[src/rtl/board_generator_if.sv]
// board_generator_if: fill request, seeding controls and the cell-write stream
// between board_generator and the INITIAL_BOARD storage it fills.
interface board_generator_if;
    logic        gen_req;
    logic [4:0]  size;
    logic [3:0]  color_num;
    logic [15:0] seed_in;
    logic        seed_load;
    logic        wr_en;
    logic [4:0]  wr_row;
    logic [4:0]  wr_col;
    logic [2:0]  wr_color;
    logic        busy;
    logic        done;
    logic        board_valid;
    modport master (
        output gen_req, size, color_num, seed_in, seed_load,
        input  wr_en, wr_row, wr_col, wr_color, busy, done, board_valid
    );
    modport slave (
        input  gen_req, size, color_num, seed_in, seed_load,
        output wr_en, wr_row, wr_col, wr_color, busy, done, board_valid
    );
endinterface

[src/rtl/board_generator.sv]
// board_generator: fills an SxS board row-major with LFSR colors, using rejection
// sampling with a bounded modulo fallback so every cell is written exactly once.
module board_generator #(
    parameter int          MAX_SIZE     = 26,
    parameter int          MAX_RETRY    = 3,
    parameter logic [15:0] SEED_DEFAULT = 16'hACE1
) (
    input  logic             clk_i,
    input  logic             rst_n_i,
    board_generator_if.slave gen
);
    localparam int RW = $clog2(MAX_RETRY + 1);
    typedef enum logic [1:0] {IDLE, FILL, DONE} state_e;
    state_e        state_q, state_d;
    logic [15:0]   lfsr_q, lfsr_d;
    logic          req_q;
    logic [4:0]    row_q, row_d, col_q, col_d, size_q, size_d;
    logic [3:0]    colors_q, colors_d;
    logic [RW-1:0] retry_q, retry_d;
    logic          wr_en_q, wr_en_d;
    logic [4:0]    wr_row_q, wr_row_d, wr_col_q, wr_col_d;
    logic [2:0]    wr_color_q, wr_color_d;
    logic          busy_q, busy_d, done_q, done_d, valid_q, valid_d;
    logic [15:0]   lfsr_step;
    logic [2:0]    cand, color;
    logic          in_range, accept, start, row_end, last;
    assign lfsr_step = (lfsr_q >> 1) ^ (lfsr_q[0] ? 16'hB400 : 16'h0000);
    assign cand      = lfsr_q[2:0];
    assign in_range  = {1'b0, cand} < colors_q;
    assign accept    = in_range || retry_q == RW'(MAX_RETRY);
    // Fallback only triggers for out-of-range draws, so modulo keeps it below C.
    assign color     = in_range ? cand : 3'({1'b0, cand} % colors_q);
    assign start     = gen.gen_req && !req_q;
    assign row_end   = col_q == size_q - 5'd1;
    assign last      = row_end && row_q == size_q - 5'd1;
    always_comb begin
        state_d    = state_q;
        lfsr_d     = lfsr_q;
        row_d      = row_q;
        col_d      = col_q;
        size_d     = size_q;
        colors_d   = colors_q;
        retry_d    = retry_q;
        wr_en_d    = 1'b0;
        wr_row_d   = wr_row_q;
        wr_col_d   = wr_col_q;
        wr_color_d = wr_color_q;
        busy_d     = busy_q;
        done_d     = 1'b0;
        valid_d    = valid_q;
        case (state_q)
            IDLE: begin
                lfsr_d = !gen.seed_load ? lfsr_step : (gen.seed_in == 16'h0000 ? SEED_DEFAULT : gen.seed_in);
                if (start) begin
                    size_d   = gen.size < 5'd2 ? 5'd2 : (gen.size > 5'(MAX_SIZE) ? 5'(MAX_SIZE) : gen.size);
                    colors_d = gen.color_num < 4'd2 ? 4'd2 : (gen.color_num > 4'd8 ? 4'd8 : gen.color_num);
                    row_d    = 5'd0;
                    col_d    = 5'd0;
                    retry_d  = '0;
                    valid_d  = 1'b0;
                    busy_d   = 1'b1;
                    state_d  = FILL;
                end
            end
            FILL: begin
                lfsr_d  = lfsr_step;
                retry_d = accept ? '0 : retry_q + RW'(1);
                if (accept) begin
                    wr_en_d    = 1'b1;
                    wr_row_d   = row_q;
                    wr_col_d   = col_q;
                    wr_color_d = color;
                    col_d      = row_end ? 5'd0 : col_q + 5'd1;
                    row_d      = row_end ? row_q + 5'd1 : row_q;
                    state_d    = last ? DONE : FILL;
                end
            end
            DONE: begin
                done_d  = 1'b1;
                valid_d = 1'b1;
                busy_d  = 1'b0;
                state_d = IDLE;
            end
            default: state_d = IDLE;
        endcase
    end
    always_ff @(posedge clk_i or negedge rst_n_i) begin
        if (!rst_n_i) begin
            state_q    <= IDLE;
            lfsr_q     <= SEED_DEFAULT;
            req_q      <= 1'b0;
            row_q      <= 5'd0;
            col_q      <= 5'd0;
            size_q     <= 5'd2;
            colors_q   <= 4'd2;
            retry_q    <= '0;
            wr_en_q    <= 1'b0;
            wr_row_q   <= 5'd0;
            wr_col_q   <= 5'd0;
            wr_color_q <= 3'd0;
            busy_q     <= 1'b0;
            done_q     <= 1'b0;
            valid_q    <= 1'b0;
        end else begin
            state_q    <= state_d;
            lfsr_q     <= lfsr_d;
            req_q      <= gen.gen_req;
            row_q      <= row_d;
            col_q      <= col_d;
            size_q     <= size_d;
            colors_q   <= colors_d;
            retry_q    <= retry_d;
            wr_en_q    <= wr_en_d;
            wr_row_q   <= wr_row_d;
            wr_col_q   <= wr_col_d;
            wr_color_q <= wr_color_d;
            busy_q     <= busy_d;
            done_q     <= done_d;
            valid_q    <= valid_d;
        end
    end
    assign gen.wr_en       = wr_en_q;
    assign gen.wr_row      = wr_row_q;
    assign gen.wr_col      = wr_col_q;
    assign gen.wr_color    = wr_color_q;
    assign gen.busy        = busy_q;
    assign gen.done        = done_q;
    assign gen.board_valid = valid_q;
endmodule
[src/flat_wrapper.sv]
// flat-port wrapper written by rule: the top's interface ports become plain ports
module board_generator_flat 
#(
    parameter int          MAX_SIZE     = 26,
    parameter int          MAX_RETRY    = 3,
    parameter logic [15:0] SEED_DEFAULT = 16'hACE1
)
  (clk_i, rst_n_i, gen_gen_req, gen_size, gen_color_num, gen_seed_in, gen_seed_load, gen_wr_en, gen_wr_row, gen_wr_col, gen_wr_color, gen_busy, gen_done, gen_board_valid);
  board_generator_if gen_i ();
  input  logic clk_i;
  input  logic rst_n_i;
  input wire logic [$bits(gen_i.gen_req)-1:0] gen_gen_req;
  input wire logic [$bits(gen_i.size)-1:0] gen_size;
  input wire logic [$bits(gen_i.color_num)-1:0] gen_color_num;
  input wire logic [$bits(gen_i.seed_in)-1:0] gen_seed_in;
  input wire logic [$bits(gen_i.seed_load)-1:0] gen_seed_load;
  output wire logic [$bits(gen_i.wr_en)-1:0] gen_wr_en;
  output wire logic [$bits(gen_i.wr_row)-1:0] gen_wr_row;
  output wire logic [$bits(gen_i.wr_col)-1:0] gen_wr_col;
  output wire logic [$bits(gen_i.wr_color)-1:0] gen_wr_color;
  output wire logic [$bits(gen_i.busy)-1:0] gen_busy;
  output wire logic [$bits(gen_i.done)-1:0] gen_done;
  output wire logic [$bits(gen_i.board_valid)-1:0] gen_board_valid;
  assign gen_i.gen_req = gen_gen_req;
  assign gen_i.size = gen_size;
  assign gen_i.color_num = gen_color_num;
  assign gen_i.seed_in = gen_seed_in;
  assign gen_i.seed_load = gen_seed_load;
  assign gen_wr_en = gen_i.wr_en;
  assign gen_wr_row = gen_i.wr_row;
  assign gen_wr_col = gen_i.wr_col;
  assign gen_wr_color = gen_i.wr_color;
  assign gen_busy = gen_i.busy;
  assign gen_done = gen_i.done;
  assign gen_board_valid = gen_i.board_valid;
  board_generator #(.MAX_SIZE(MAX_SIZE), .MAX_RETRY(MAX_RETRY), .SEED_DEFAULT(SEED_DEFAULT)) u_core (.clk_i(clk_i), .rst_n_i(rst_n_i), .gen(gen_i));
endmodule
[config.mk]
export PLATFORM = sky130hd
export DESIGN_NAME = board_generator_flat
export DESIGN_NICKNAME = d
export VERILOG_FILES = /design/src/rtl/board_generator_if.sv /design/src/rtl/board_generator.sv /design/src/flat_wrapper.sv
export SDC_FILE = /design/constraint.sdc
export NUM_CORES = 1
export LEC_CHECK = 0
export ABC_CLOCK_PERIOD_IN_PS = 6000
export BUFFER_PORTS_ARGS = -buffer_cell sky130_fd_sc_hd__buf_2
export CORE_UTILIZATION = 40
export CTS_BUF_LIST = sky130_fd_sc_hd__clkbuf_16
export DETAILED_ROUTE_END_ITERATION = 12
export GPL_TIMING_DRIVEN = 0
export PLACE_DENSITY = 0.62
export SYNTH_ARGS = -nofsm -noshare
export SYNTH_HDL_FRONTEND = slang
export SYNTH_SLANG_ARGS = --single-unit
[constraint.sdc]
create_clock -name clk_i -period 6 [get_ports clk_i]
set_input_delay 0.6 -clock clk_i [delete_from_list [all_inputs] [get_ports clk_i]]
set_output_delay 0.6 -clock clk_i [all_outputs]
set_load 0.1 [all_outputs]
==> metrics.yaml, run 1 <==
outcome:
  status: "finished clean"
timing:
  finalSetupViolations: 0
  relSlewSlack_pct: 49.42
  setup_tns_ps: 0
  rsz0062_at_grt: "false"
  hold_viol_final: 0
  timing.fmax_mhz: 218.6
  post-route-period-util_pct: 76.23
  finalCriticalPeriod_ps: 4574
  fin_skew_ps: 9.606
  worstMarginPinSlew_ps: 739.5
  slew_viol_final: 0
detailed_routing:
  drc: 0
  totalWireLength_um: 7748
  drt_iter0_drc: 149
  num_vias: 2798
  ant_nets: 0
  vias_per_cell: 5.319
  drtPass1Iterations: 5
  wl_per_cell_um: 14.73
critical_path:
  critPathBufInv: 1
  crit_top_cell: "nor2_1"
  arrival_ps: 4810
  crit_family: "compound AO/OA/AOI/OAI gates"
  slowest_delay_ps: 660
  crit_fanout: 7
  required_ps: 6240
  critPathLaunchType: "flip-flop"
  crit_chain: "clkbuf_1, nor2_1, nand4_1, nor2_1, ha_1, a21boi_0, a2111oi_0, ha_1, nor2_1, a211o_1, mux2i_1, fa_1, a21oi_1, o21ai_0, nand2_1, mux2_2, o21ai_0"
  worstSetupPathType: "flip-flop to flip-flop"
  crit_slowest_cell: "a2111oi_0"
  end_kind: "flip-flop"
clock_network:
  clk_latency_ps: 330
  cts_resized: 0
  clockBufferDepth: 2
  numCtsBuffers: 9
  cts_tree: "done"
  cts_root_buffer: "clkbuf_16"
  cts_sinks: 57
  post_cts_buffers: 0
  cts.clk_slew.worst_paths_ps: 50
  cts_htree_levels: 3
  cts_hold_buffers: 0
synth:
  synth_cell_types: 64
  synth_edf_count: 0
  mappedNetlistNets: 407
  synth_area_per_cell_um2: 9.384
  seq_area_frac_synth_pct: 42.59
  synth_flop_cell: "dfrtp_1"
  synth.cell_area_mm2: 0.003378
  postSynth.asyncResetShare_pct: 100.0
  yosysWarningCount: 0
  yosys_register_bits: 57
  synthCells: 360
finish:
  nets: 463
  postLayoutCoreUtil_pct: 49.34
  n_antenna_cell: 0
  fillers: 768
  drive_above_1_share_pct: 21.62
  final_common_cell: "nand2_1"
  area_delta_synth_final_pct: 19.41
  fin_cells: 526
  layout_common_cells: "nand2_1 (74), dfrtp_1 (47), buf_2 (45)"
die:
  num_io_pins: 46
  die_area_mm2: 0.008817
  fp.dieW_um: 93.90
  core_mm2: 0.008175
  start_util_pct: 41.32
  dieHeight_um: 93.90
  rows: 33
placement:
  place_congestion: 0.8217
  hpwl_um: 5609
  io_buffers: 45
  dp_cells: 510
worst_hold_path:
  hp-class: "input pin to asynchronous set/reset pin"
power_and_ir_drop:
  cellLeakagePower_nw: 1.840
  ir_drop_uv: 421.3
  power-per-cell-area_mw_per_mm2: 679.1
grt:
  grt_overflow: 0
  grt_pass1_vias: 2889
  grt_first_pass_wirelength_um: 13490
  grt_max_degree: 58
  grt_util_all_layers_pct: 19.84
  grt_antenna_before_repair: 0
flow_run:
  maxCapViolCount: 0
## final timing paths
path	start	endpoint	slack [ps]	depth (start not counted)
min in group clk_i	gen_gen_req	u_core.req_q	410	1
max in group asynchronous	rst_n_i	u_core.colors_q[0]	5160	1
worst min-delay path	rst_n_i	u_core.size_q[4]	310	1
worst max-delay path	u_core.lfsr_q[0]	u_core.gen.wr_color[0]	1430	17
worst max register to register	u_core.lfsr_q[0]	u_core.gen.wr_color[0]	1430	17
worst min register to register	u_core.gen.busy	u_core.gen.busy	470	2
## Yosys cell counts, types with 3 or more instances
cell type | count | area (um^2)
o22ai_1 | 10 | 62.56
a21oi_1 | 11 | 55.05
nand3_1 | 11 | 55.05
nor3_1 | 8 | 40.04
o21ai_0 | 28 | 140.1
xnor2_1 | 12 | 105.1
a22oi_1 | 3 | 22.52
inv_1 | 15 | 56.30
ha_1 | 17 | 212.7
nor2_1 | 18 | 67.56
nand2b_1 | 8 | 50.05
a31oi_1 | 3 | 18.77
dfrtp_1 | 47 | 1176
xor2_1 | 4 | 35.03
nor4_1 | 6 | 37.54
buf_6 | 4 | 45.04
nand4_1 | 3 | 18.77
nand2_1 | 74 | 277.8
clkbuf_1 | 9 | 33.78
mux2i_1 | 6 | 60.06
dfstp_2 | 10 | 262.8
## where the power goes
part / internal, mW / total (mW) / switching (mW)
logic: 0.524 / 1.51 / 0.985
registers: 0.577 / 0.730 / 0.153
clock network: 0.320 / 0.500 / 0.180
## per-layer routing
layer / vias up / routed length [um] / track usage [%]
met3: 12 / 304 / 4.531
li1: 1391 / - / -
met5: - / 0 / 0
met2: 67 / 3861 / 34.00
met1: 1328 / 3450 / 23.98
met4: 0 / 131 / 7.949
## area by class of cell
type	count	area [um^2]	share of cell area, %
clock buffers	9	225.2	5.583
plain buffers	14	83.83	2.078
flip-flops and latches	57	1439	35.67
multi-input cells	273	1795	44.51
repair buffers	45	227.7	5.645
clock inverters	7	71.32	1.768
inverters	16	60.06	1.489
well taps	105	131.4	3.257
## kinds of logic after synthesis
| logic type | Yosys count | share of synthesized area [%] |
|---|---|---|
| simple gates | 148 | 21.96 |
| compound gates | 79 | 15.41 |
| flops | 57 | 42.59 |
| buf+inv | 30 | 4.259 |
| xor+xnor | 20 | 6.444 |
| fa+ha+maj | 18 | 6.889 |
| mux | 8 | 2.444 |
## per-stage QoR
stage               setup slack [ps]  total power [mW]  area, um^2  hold WS [ps]
finish                          1426             2.739        4034         311.3
detailed placement              1489             2.233        3735         459.9
CTS                             1456             2.752        4031         404.4
floorplan                       2114             1.922        3378         304.4
global route                    1161             2.949        4034         404.1
global placement                1563             2.197        3735         455.0
## flip-flops by register name, indices dropped and copies added (netlist names), 3 cells and up
register and count:
u_core.lfsr_q 16, u_core.size_q 5, u_core.row_q 5, u_core.gen.wr_row 5, u_core.col_q 5, u_core.colors_q 4
u_core.gen.wr_col 5, u_core.gen.wr_color 3
Power figures use the tool's default switching activity.
==> run 2, diff against run 1 <==
--- a/config.mk
+++ b/config.mk
@@ -5,13 +5,13 @@
 export SDC_FILE = /design/constraint.sdc
 export NUM_CORES = 1
 export LEC_CHECK = 0
-export ABC_CLOCK_PERIOD_IN_PS = 6000
+export ABC_CLOCK_PERIOD_IN_PS = 4000
 export BUFFER_PORTS_ARGS = -buffer_cell sky130_fd_sc_hd__buf_2
 export CORE_UTILIZATION = 40
 export CTS_BUF_LIST = sky130_fd_sc_hd__clkbuf_16
 export DETAILED_ROUTE_END_ITERATION = 12
 export GPL_TIMING_DRIVEN = 0
-export PLACE_DENSITY = 0.62
+export PLACE_DENSITY = 0.64
 export SYNTH_ARGS = -nofsm -noshare
 export SYNTH_HDL_FRONTEND = slang
 export SYNTH_SLANG_ARGS = --single-unit
==> constraint.sdc (replaced) <==
create_clock -name clk_i -period 4 [get_ports clk_i]
set_input_delay 0.4 -clock clk_i [delete_from_list [all_inputs] [get_ports clk_i]]
set_output_delay 0.4 -clock clk_i [all_outputs]
set_load 0.1 [all_outputs]
==> metrics.yaml, run 2 (same netlist as run 1, synthesis figures left out) <==
timing:
  finalCriticalPeriod_ps: 3802  # was 4574 ps
  layout_setup_ws_ps: 198.3  # was 1426 ps
  post-route-period-util_pct: 95.04  # was 76.23%
  worstMarginPinSlew_ps: 719.4  # was 739.5 ps
  finalSetupViolations: 0  # unchanged
  holdWs_ps: 143.4  # was 311.3 ps
  fin_skew_ps: 7.399  # was 9.606 ps
  hold_viol_final: 0  # unchanged
  relSlewSlack_pct: 51.82  # was 49.42%
  timing.fmax_mhz: 263.0  # was 218.6 MHz
  setup_tns_ps: 0  # unchanged
  slew_viol_final: 0  # unchanged
finish:
  postLayoutCoreUtil_pct: 52.00  # was 49.34%
  final_common_cell: "nand2_1"  # unchanged
  layout_common_cells: "nand2_1 (74), buf_2 (45), dfrtp_1 (45)"  # was nand2_1 (74), dfrtp_1 (47), buf_2 (45)
  drive_above_1_share_pct: 27.17  # was 21.62%
  nets: 480  # was 463
  n_antenna_cell: 0  # unchanged
  area_delta_synth_final_pct: 25.85  # was 19.41%
  fillers: 759  # was 768
  largest_reg_flops: 16  # unchanged
  multiInputGateArea_mm2: 0.001837  # was 0.001795 mm^2
  largest_register: "u_core.lfsr_q"  # unchanged
  regArea_mm2: 0.001441  # was 0.001439 mm^2
detailed_routing:
  ant_nets: 0  # unchanged
  wl_per_cell_um: 14.51  # was 14.73 um
  drc: 0  # unchanged
  vias_per_cell: 5.331  # was 5.319
  totalWireLength_um: 7880  # was 7748 um
  num_vias: 2895  # was 2798
  drtPass1Iterations: 4  # was 5
  drt_iter0_drc: 107  # was 149
clock_network:
  cts.clk_slew.worst_paths_ps: 50  # about the same
  cts_sinks: 57  # unchanged
  cts_tree: "done"  # unchanged
  cts_htree_levels: 3  # unchanged
  cts_root_buffer: "clkbuf_16"  # unchanged
  clk_latency_ps: 320  # was 330 ps
  clockBufferDepth: 2  # unchanged
  cts_hold_buffers: 0  # unchanged
  numCtsBuffers: 9  # unchanged
worst_hold_path:
  hp-class: "input pin to asynchronous set/reset pin"  # unchanged
power_and_ir_drop:
  pwr-share-seq_pct: 24.7  # was 26.6%
  power.clock.fraction_pct: 19.8  # was 18.3%
  switching_power_mw: 2.021  # was 1.318 mW
  p_total_mw: 4.407  # was 2.739 mW
  combPwrFrac_pct: 55.4  # was 55.1%
  cellLeakagePower_nw: 1.939  # was 1.840 nW
  ir_drop_uv: 626.2  # was 421.3 uV
  internal-power_mw: 2.386  # was 1.421 mW
  p_sw_share_pct: 45.86  # was 48.12%
  power-per-cell-area_mw_per_mm2: 1036  # was 679.1 mW/mm^2
placement:
  io_buffers: 45  # unchanged
  place_congestion: 0.8262  # was 0.8217
  hpwl_um: 5532  # was 5609 um
  post-place-ws_ps: -479.1  # was 1489 ps
grt:
  grt_util_all_layers_pct: 18.97  # was 19.84%
  grt_max_degree: 58  # unchanged
  grt_first_pass_wirelength_um: 12850  # was 13490 um
  grt_antenna_before_repair: 0  # unchanged
  grt_pass1_vias: 2782  # was 2889
  grt_overflow: 0  # unchanged
die:
  die_area_mm2: 0.008817  # unchanged
  start_util_pct: 41.32  # unchanged
  core_mm2: 0.008175  # unchanged
  rows: 33  # unchanged
  fp.dieW_um: 93.90  # unchanged
  num_io_pins: 46  # unchanged
  dieHeight_um: 93.90  # unchanged
critical_path:
  required_ps: 4250  # was 6240 ps
  critPathLaunchType: "flip-flop"  # unchanged
  crit_fanout: 4  # was 7
  worstSetupPathType: "flip-flop to flip-flop"  # unchanged
  arrival_ps: 4050  # was 4810 ps
  end_kind: "flip-flop"  # unchanged
flow_run:
  maxCapViolCount: 0  # unchanged
outcome:
  status: "finished clean"  # unchanged
## run 2: changes by cell type in the layout (fill, tap and decap cells not counted), moves of 2 or more
cell	change
o21ai_0	-2
a21boi_1	+2
buf_4	+18
dfrtp_2	+2
bufinv_16	+2
clkinv_4	-2
a21boi_0	-2
dfrtp_1	-2
## run 2: path summary, 6_finish.rpt
| path | depth (start not counted) | slack [ps] | startpoint | to |
|---|---|---|---|---|
| worst max-delay path | 17 | 200 | u_core.colors_q[1] | u_core.gen.wr_color[0] |
| worst min-delay path | 1 | 140 | rst_n_i | u_core.col_q[3] |
| worst max register to register | 17 | 200 | u_core.colors_q[1] | u_core.gen.wr_color[0] |
| worst min register to register | 2 | 470 | u_core.gen.wr_col[2] | u_core.gen.wr_col[2] |
| max in group asynchronous | 1 | 3350 | rst_n_i | u_core.lfsr_q[2] |
| min in group clk_i | 1 | 210 | gen_gen_req | u_core.req_q |
## run 2: power by group through the flow
stage	clock network [mW]	logic (mW)	registers [mW]
after floorplan	0	1.40	1.49
after global placement	0	2.20	1.09
after detailed placement	0	2.24	1.10
after CTS	0.886	2.26	1.10
after global routing	0.914	2.68	1.12
final	0.875	2.44	1.09
## run 2: repair_timing
action,CTS,global route
hold endpoints to repair,0,0
endpoints found under the setup margin,3,3
resized for setup,5,12
setup buffers,1,17
pin swaps,2,9
## run 2: worst max-delay path, cell delays in order, from the launching register on
cell	delay (ps)
dfstp_2	540
clkinvlp_4	110
nand4_1	130
nor2_1	70
ha_1	340
a21oi_1	160
nor2_1	70
o21a_1	170
ha_1	300
o21ai_0	130
a211o_1	380
mux2i_2	200
fa_2	380
a21oi_2	140
o21ai_2	80
nand2_1	100
mux2_2	330
o21ai_1	110
## run 2: routing by layer
layer  vias to the layer above  global-route usage (%)  routed length [um]
li1                       1415                       -                   -
met1                      1416                   22.26                3481
met2                        57                   32.85                3994
met3                         7                   5.825                 365
met4                         0                   6.154                  39
met5                         -                       0                   0
## run 2: metrics by stage
step / instance area, um^2 / instances
2_1_floorplan: 3378 / 360
3_3_place_gp: 3735 / 510
3_5_place_dp: 3735 / 510
4_1_cts: 4090 / 526
5_1_grt: 4252 / 543
6_report: 4252 / 543
## run 2: final cells by class
cell class / count / share of cell area, %
clock buffers: 9 / 5.297
well taps: 105 / 3.090
inverters: 16 / 1.501
plain buffers: 13 / 1.883
flip-flops and latches: 57 / 33.90
repair buffers: 63 / 8.534
clock inverters: 7 / 2.590
multi-input cells: 273 / 43.20
